$ cat src/rtl/perceptron_sample_loader_if.sv
// Stream interface between the byte loader, its upstream byte source and the
// downstream perceptron trainer.
interface perceptron_sample_loader_if #(
   parameter int INP_DIM   = 2,
   parameter int N_SAMPLES = 3,
   parameter int EPOCHS    = 4
);
   localparam int IDX_W = (N_SAMPLES > 1) ? $clog2(N_SAMPLES) : 1;
   localparam int EP_W  = (EPOCHS > 1) ? $clog2(EPOCHS) : 1;

   logic [7:0]           in_data;
   logic                 in_valid;
   logic                 in_ready;
   logic [8*INP_DIM-1:0] out_x;
   logic [7:0]           out_y;
   logic [IDX_W-1:0]     out_idx;
   logic [EP_W-1:0]      out_epoch;
   logic                 out_valid;
   logic                 out_ready;
   logic                 out_last;
   logic                 done;

   // slave: the loader itself; master: byte source plus trainer
   modport slave (
      input  in_data, in_valid, out_ready,
      output in_ready, out_x, out_y, out_idx, out_epoch, out_valid, out_last, done
   );

   modport master (
      output in_data, in_valid, out_ready,
      input  in_ready, out_x, out_y, out_idx, out_epoch, out_valid, out_last, done
   );
endinterface

$ cat src/rtl/perceptron_sample_loader.sv
// Loads one training set from a byte stream into a register array, then
// replays it to the trainer for EPOCHS passes.
module perceptron_sample_slot #(
   parameter int INP_DIM = 2,
   parameter int B_W     = 2
) (
   input  logic                 clk,
   input  logic                 rst_n,
   input  logic                 wr_en,
   input  logic [B_W-1:0]       wr_sel,
   input  logic [7:0]           wr_data,
   output logic [8*INP_DIM-1:0] x,
   output logic [7:0]           y
);
   logic [7:0] label_q;

   for (genvar k = 0; k < INP_DIM; k++) begin : g_feat
      logic [7:0] feat_q;
      always_ff @(posedge clk or negedge rst_n) begin
         if (!rst_n)                               feat_q <= '0;
         else if (wr_en && wr_sel == B_W'(k))     feat_q <= wr_data;
      end
      assign x[8*k +: 8] = feat_q;
   end

   // byte position INP_DIM is the label
   always_ff @(posedge clk or negedge rst_n) begin
      if (!rst_n)                                  label_q <= '0;
      else if (wr_en && wr_sel == B_W'(INP_DIM))   label_q <= wr_data;
   end

   assign y = label_q;
endmodule

module perceptron_sample_loader #(
   parameter int INP_DIM   = 2,
   parameter int N_SAMPLES = 3,
   parameter int EPOCHS    = 4
) (
   input  logic                           clk,
   input  logic                           rst_n,
   input  logic                           clear,
   perceptron_sample_loader_if.slave      bus
);
   localparam int IDX_W = (N_SAMPLES > 1) ? $clog2(N_SAMPLES) : 1;
   localparam int EP_W  = (EPOCHS > 1) ? $clog2(EPOCHS) : 1;
   localparam int B_W   = $clog2(INP_DIM + 1);
   localparam int X_W   = 8 * INP_DIM;

   typedef enum logic [1:0] {S_LOAD, S_REPLAY, S_DONE} state_t;

   state_t           state, state_nxt;
   logic [B_W-1:0]   b, b_nxt;
   logic [IDX_W-1:0] s, s_nxt;
   logic [IDX_W-1:0] idx, idx_nxt;
   logic [EP_W-1:0]  epoch, epoch_nxt;

   logic in_fire, out_fire;
   logic [N_SAMPLES-1:0][X_W-1:0] slot_x;
   logic [N_SAMPLES-1:0][7:0]     slot_y;
   logic [X_W-1:0] sel_x;
   logic [7:0]     sel_y;

   // clear blocks both handshakes in its cycle
   assign in_fire  = (state == S_LOAD) && bus.in_valid && !clear;
   assign out_fire = (state == S_REPLAY) && bus.out_ready && !clear;

   always_ff @(posedge clk or negedge rst_n) begin
      if (!rst_n) begin
         state <= S_LOAD;
         b     <= '0;
         s     <= '0;
         idx   <= '0;
         epoch <= '0;
      end else begin
         state <= state_nxt;
         b     <= b_nxt;
         s     <= s_nxt;
         idx   <= idx_nxt;
         epoch <= epoch_nxt;
      end
   end

   always_comb begin
      state_nxt = state;
      b_nxt     = b;
      s_nxt     = s;
      idx_nxt   = idx;
      epoch_nxt = epoch;
      if (clear) begin
         state_nxt = S_LOAD;
         b_nxt     = '0;
         s_nxt     = '0;
         idx_nxt   = '0;
         epoch_nxt = '0;
      end else begin
         case (state)
            S_LOAD: begin
               if (in_fire) begin
                  if (b == B_W'(INP_DIM)) begin
                     b_nxt = '0;
                     if (s == IDX_W'(N_SAMPLES - 1)) begin
                        s_nxt     = '0;
                        idx_nxt   = '0;
                        epoch_nxt = '0;
                        state_nxt = S_REPLAY;
                     end else begin
                        s_nxt = s + IDX_W'(1);
                     end
                  end else begin
                     b_nxt = b + B_W'(1);
                  end
               end
            end
            S_REPLAY: begin
               if (out_fire) begin
                  if (idx == IDX_W'(N_SAMPLES - 1)) begin
                     idx_nxt = '0;
                     if (epoch == EP_W'(EPOCHS - 1)) state_nxt = S_DONE;
                     else                              epoch_nxt = epoch + EP_W'(1);
                  end else begin
                     idx_nxt = idx + IDX_W'(1);
                  end
               end
            end
            S_DONE:  state_nxt = S_DONE;
            default: state_nxt = S_LOAD;
         endcase
      end
   end

   for (genvar i = 0; i < N_SAMPLES; i++) begin : g_slot
      perceptron_sample_slot #(.INP_DIM(INP_DIM), .B_W(B_W)) u_slot (
         .clk     (clk),
         .rst_n   (rst_n),
         .wr_en   (in_fire && s == IDX_W'(i)),
         .wr_sel  (b),
         .wr_data (bus.in_data),
         .x       (slot_x[i]),
         .y       (slot_y[i])
      );
   end

   // compare-based select keeps the mux legal when N_SAMPLES is not a power of two
   always_comb begin
      sel_x = '0;
      sel_y = '0;
      for (int i = 0; i < N_SAMPLES; i++) begin
         if (idx == IDX_W'(i)) begin
            sel_x = slot_x[i];
            sel_y = slot_y[i];
         end
      end
   end

   assign bus.in_ready  = (state == S_LOAD);
   assign bus.out_valid = (state == S_REPLAY);
   assign bus.done      = (state == S_DONE);
   assign bus.out_last  = (state == S_REPLAY) && (idx == IDX_W'(N_SAMPLES - 1));
   assign bus.out_x     = sel_x;
   assign bus.out_y     = sel_y;
   assign bus.out_idx   = idx;
   assign bus.out_epoch = epoch;
endmodule

$ cat src/flat_wrapper.sv
// flat-port wrapper written by rule: the top's interface ports become plain ports
module perceptron_sample_loader_flat 
#(
   parameter int INP_DIM   = 2,
   parameter int N_SAMPLES = 3,
   parameter int EPOCHS    = 4
)
  (clk, rst_n, clear, bus_in_data, bus_in_valid, bus_out_ready, bus_in_ready, bus_out_x, bus_out_y, bus_out_idx, bus_out_epoch, bus_out_valid, bus_out_last, bus_done);
  perceptron_sample_loader_if #(.INP_DIM(INP_DIM), .N_SAMPLES(N_SAMPLES), .EPOCHS(EPOCHS)) bus_i ();
  input  logic clk;
  input  logic rst_n;
  input  logic clear;
  input wire logic [$bits(bus_i.in_data)-1:0] bus_in_data;
  input wire logic [$bits(bus_i.in_valid)-1:0] bus_in_valid;
  input wire logic [$bits(bus_i.out_ready)-1:0] bus_out_ready;
  output wire logic [$bits(bus_i.in_ready)-1:0] bus_in_ready;
  output wire logic [$bits(bus_i.out_x)-1:0] bus_out_x;
  output wire logic [$bits(bus_i.out_y)-1:0] bus_out_y;
  output wire logic [$bits(bus_i.out_idx)-1:0] bus_out_idx;
  output wire logic [$bits(bus_i.out_epoch)-1:0] bus_out_epoch;
  output wire logic [$bits(bus_i.out_valid)-1:0] bus_out_valid;
  output wire logic [$bits(bus_i.out_last)-1:0] bus_out_last;
  output wire logic [$bits(bus_i.done)-1:0] bus_done;
  assign bus_i.in_data = bus_in_data;
  assign bus_i.in_valid = bus_in_valid;
  assign bus_i.out_ready = bus_out_ready;
  assign bus_in_ready = bus_i.in_ready;
  assign bus_out_x = bus_i.out_x;
  assign bus_out_y = bus_i.out_y;
  assign bus_out_idx = bus_i.out_idx;
  assign bus_out_epoch = bus_i.out_epoch;
  assign bus_out_valid = bus_i.out_valid;
  assign bus_out_last = bus_i.out_last;
  assign bus_done = bus_i.done;
  perceptron_sample_loader #(.INP_DIM(INP_DIM), .N_SAMPLES(N_SAMPLES), .EPOCHS(EPOCHS)) u_core (.clk(clk), .rst_n(rst_n), .clear(clear), .bus(bus_i));
endmodule
$ cat config.mk
export PLATFORM = sky130hd
export DESIGN_NAME = perceptron_sample_loader_flat
export DESIGN_NICKNAME = d
export VERILOG_FILES = /design/src/rtl/perceptron_sample_loader_if.sv /design/src/rtl/perceptron_sample_loader.sv /design/src/flat_wrapper.sv
export SDC_FILE = /design/constraint.sdc
export NUM_CORES = 1
export LEC_CHECK = 0
export CORE_MARGIN = 1.5
export CORE_UTILIZATION = 44
export CTS_CLUSTER_SIZE = 24
export DETAILED_ROUTE_END_ITERATION = 16
export PLACE_DENSITY = 0.71
export RECOVER_POWER = 50
export SLEW_MARGIN = 5
export SYNTH_ARGS = -nofsm -noshare
export SYNTH_HDL_FRONTEND = slang
export SYNTH_SLANG_ARGS = --single-unit
export TNS_END_PERCENT = 20
$ cat constraint.sdc
create_clock -name clk -period 2.2 [get_ports clk]
set_input_delay 0.44 -clock clk [delete_from_list [all_inputs] [get_ports clk]]
set_output_delay 0.44 -clock clk [all_outputs]
set_load 0.01 [all_outputs]
==> out/qor.csv <==
metric,value,unit
Fin. Hold Viols,0,
number of buffers created by CTS,9,
Setup-failing EPs final,0,
gr ovfl total,0,
final worst slack,0.1014,ns
DIE HEIGHT,97.18,µm
all-layer global routing usage,0.1859,
Yosys reg bits,82,
Core Rows,34,
total number of vias,2646,
Die Width,97.18,µm
postcts setup bufs,0,
TritonCTS clock tree,built,
Syn Area/Cell,12.43,µm²
post-synth top area share,0.5258,
peak supply drop,428.7,µV
Post-Syn Area,0.003902,mm²
CP Class,register to output pin,
Syn Inst Count,314,
post-route insts no fill,484,
antenna violations before repair,0,
placed insts,468,
"commonest non-fill, non-tap cell in the layout",dfrtp_1,
wire per inst,17.32,µm
Crit. End Element,output pin,
fin crit period,2.099,ns
Detailed Routing Iterations Pass 1,4,
detailed placement HPWL,5.626,mm
pre-CTS setup slack,0.1178,ns
MaxCap Viol Count,1,
layout cells sized above 1,0.3112,
# IOs,45,
combinational power share,0.187,
Seq pwr share,0.495,
initial DRC count,104,
area growth from synthesis to layout,21.00,%
DR vias/cell,5.467,
final worst-path cycle share,0.9539,
Core ar.,0.008636,mm²
startpoint types,register,
P per Cell Area,748.4,mW/mm²
DRT antenna net count,0,
sequential fraction of the synthesis area,0.5258,
WL final,8.382,mm
Setup TNS Final,0,ns
Max Slew Vio Count,34,
HP Class,register to register,
most frequent cells in the layout,"81 x dfrtp_1, 64 x mux2_2, 29 x nand2_1, 27 x mux2i_1, 26 x o21ai_0",
P_leak,0.002209,µW
Int Pwr,2609,µW
Psw,925.0,µW
clk_lat worst skew,0.35,ns
RSZ-0062 raised after global routing,false,
library cells used by synthesis,34,
Syn. warnings,0,
# DRC,0,
slew margin rel.,-0.2823,
layout net count,389,
# H-tree levels,3,
Synth area leaders,"dfrtp_1 53%, mux2_2 18%, mux2i_1 6.9%",
clock skew,0.008020,ns
status,"finished, violations left",
vias in the first global route,2689,
first-pass GRT wire length,13.75,mm
routability cong.,0.7600,
Least-Margin Pin Slew,1.923,ns
CTS max path bufs,2,
Synth area leader,dfrtp_1,
CTS sink count,82,
antenna diode count,0,
Max Clk Rate,476.5,MHz
failing checks,"capacitance limit, slew limit",
data required time of the critical path,1.76,ns
part of the power in the clock network,0.318,
Sw Share,0.2617,
fill count,737,
"Net Count, Synth",332,
largest fanout on the critical path,5,
root buf cell,clkbuf_8,
initial core utilization,0.4519,
final core occ,0.5468,
CP arrival,1.66,ns
port bufs,44,
clk slew on worst S/H paths,0.08,ns
Die ar.,0.009443,mm²
largest net degree at the start of global routing,35,
==> final timing paths <==
path	from	end	slack, ns	depth (start not counted)
hold reg to reg	u_core.g_slot[0].u_slot.y[1]$_DFFE_PN0P_	u_core.g_slot[0].u_slot.y[1]$_DFFE_PN0P_	0.51	1
setup / recovery	u_core.state[1]$_DFFE_PN0P_	bus_out_valid	0.10	3
hold / removal	u_core.g_slot[0].u_slot.y[1]$_DFFE_PN0P_	u_core.g_slot[0].u_slot.y[1]$_DFFE_PN0P_	0.51	1
min in group asynchronous	rst_n	u_core.g_slot[0].u_slot.g_feat[0].feat_q[3]$_DFFE_PN0P_	0.62	1
max in group asynchronous	rst_n	u_core.g_slot[2].u_slot.g_feat[1].feat_q[0]$_DFFE_PN0P_	0.46	2
setup reg to reg	u_core.state[0]$_DFFE_PN0P_	u_core.g_slot[1].u_slot.g_feat[0].feat_q[2]$_DFFE_PN0P_	0.32	6
==> area by class of cell <==
class,instances,area [µm²],share of cell area
Timing Repair Buffer,60,548.0,0.1161
Sequential cell,82,2053,0.4348
Clock buffer,11,151.4,0.03206
Multi-Input combinational cell,214,1767,0.3741
Tap cell,108,135.1,0.02862
Inverter,4,15.01,0.003180
Clock inverter,5,52.55,0.01113
==> through the flow <==
stage | power [µW] | hold slack (ns) | cell area, µm²
5_1_grt | 3694 | 0.5215 | 4722
4_1_cts | 3568 | 0.04231 | 4716
2_1_floorplan | 2136 | 0.1444 | 3902
3_3_place_gp | 2522 | 0.4265 | 4538
6_report | 3534 | 0.5070 | 4722
3_5_place_dp | 2534 | 0.4344 | 4538
==> what timing repair did <==
action                                  CTS  global route
resized for setup                        28             8
hold buffers                              0             0
endpoints found under the hold margin     0             0
endpoints found under the setup margin   26             7
==> metal layers <==
layer,up-vias,part of all wire,global-route usage
met5,-,0,0
met4,0,0.020,0.07915
met3,12,0.040,0.04101
met2,52,0.47,0.3018
met1,1357,0.47,0.2405
li1,1225,-,-
==> critical path: stages, from the launching register on <==
cell and delay [ns]:
dfrtp_1 0.40, inv_2 0.11, ha_1 0.24, clkdlybuf4s50_1 0.56
==> cells in the mapped netlist, drive strengths merged <==
master,number
nand4,2
mux2,72
nand2,31
a31oi,3
nor2b,2
a21oi,6
a31o,1
and3,2
nand3,8
or3b,1
clkbuf,5
a21o,2
or4,1
inv,4
and2,1
dfrtp,82
nor3b,1
nor2,12
mux2i,27
a211oi,1
buf,9
nand2b,3
ha,5
and2b,2
o21ai,29
nand3b,1
and3b,1
==> power groups by stage <==
stage | Clock, µW | Combinational [µW] | Sequential [µW]
3_3_place_gp | 0 | 752 | 1770
4_1_cts | 1150 | 673 | 1750
5_1_grt | 1210 | 720 | 1770
6_report | 1120 | 660 | 1750
2_1_floorplan | 0 | 383 | 1750
3_5_place_dp | 0 | 761 | 1770
==> registers in the layout (all words and copies together) (netlist names) <==
register and cells:
u_core.g_slot.u_slot.y 24, u_core.bus.out_idx 2, u_core.s 2, u_core.b 2, u_core.bus.out_epoch 2, u_core.state 2, u_core.g_slot.u_slot.g_feat.feat_q 48
==> cells by family after synthesis <==
logic type / synth area share
and+or+nand+nor: 0.09170
DFF: 0.5258
buffers and inverters: 0.02244
muxes: 0.2847
AOI/OAI and AO/OA: 0.05931
adders and majority gates: 0.01603
(Power assumes the default switching activity.)
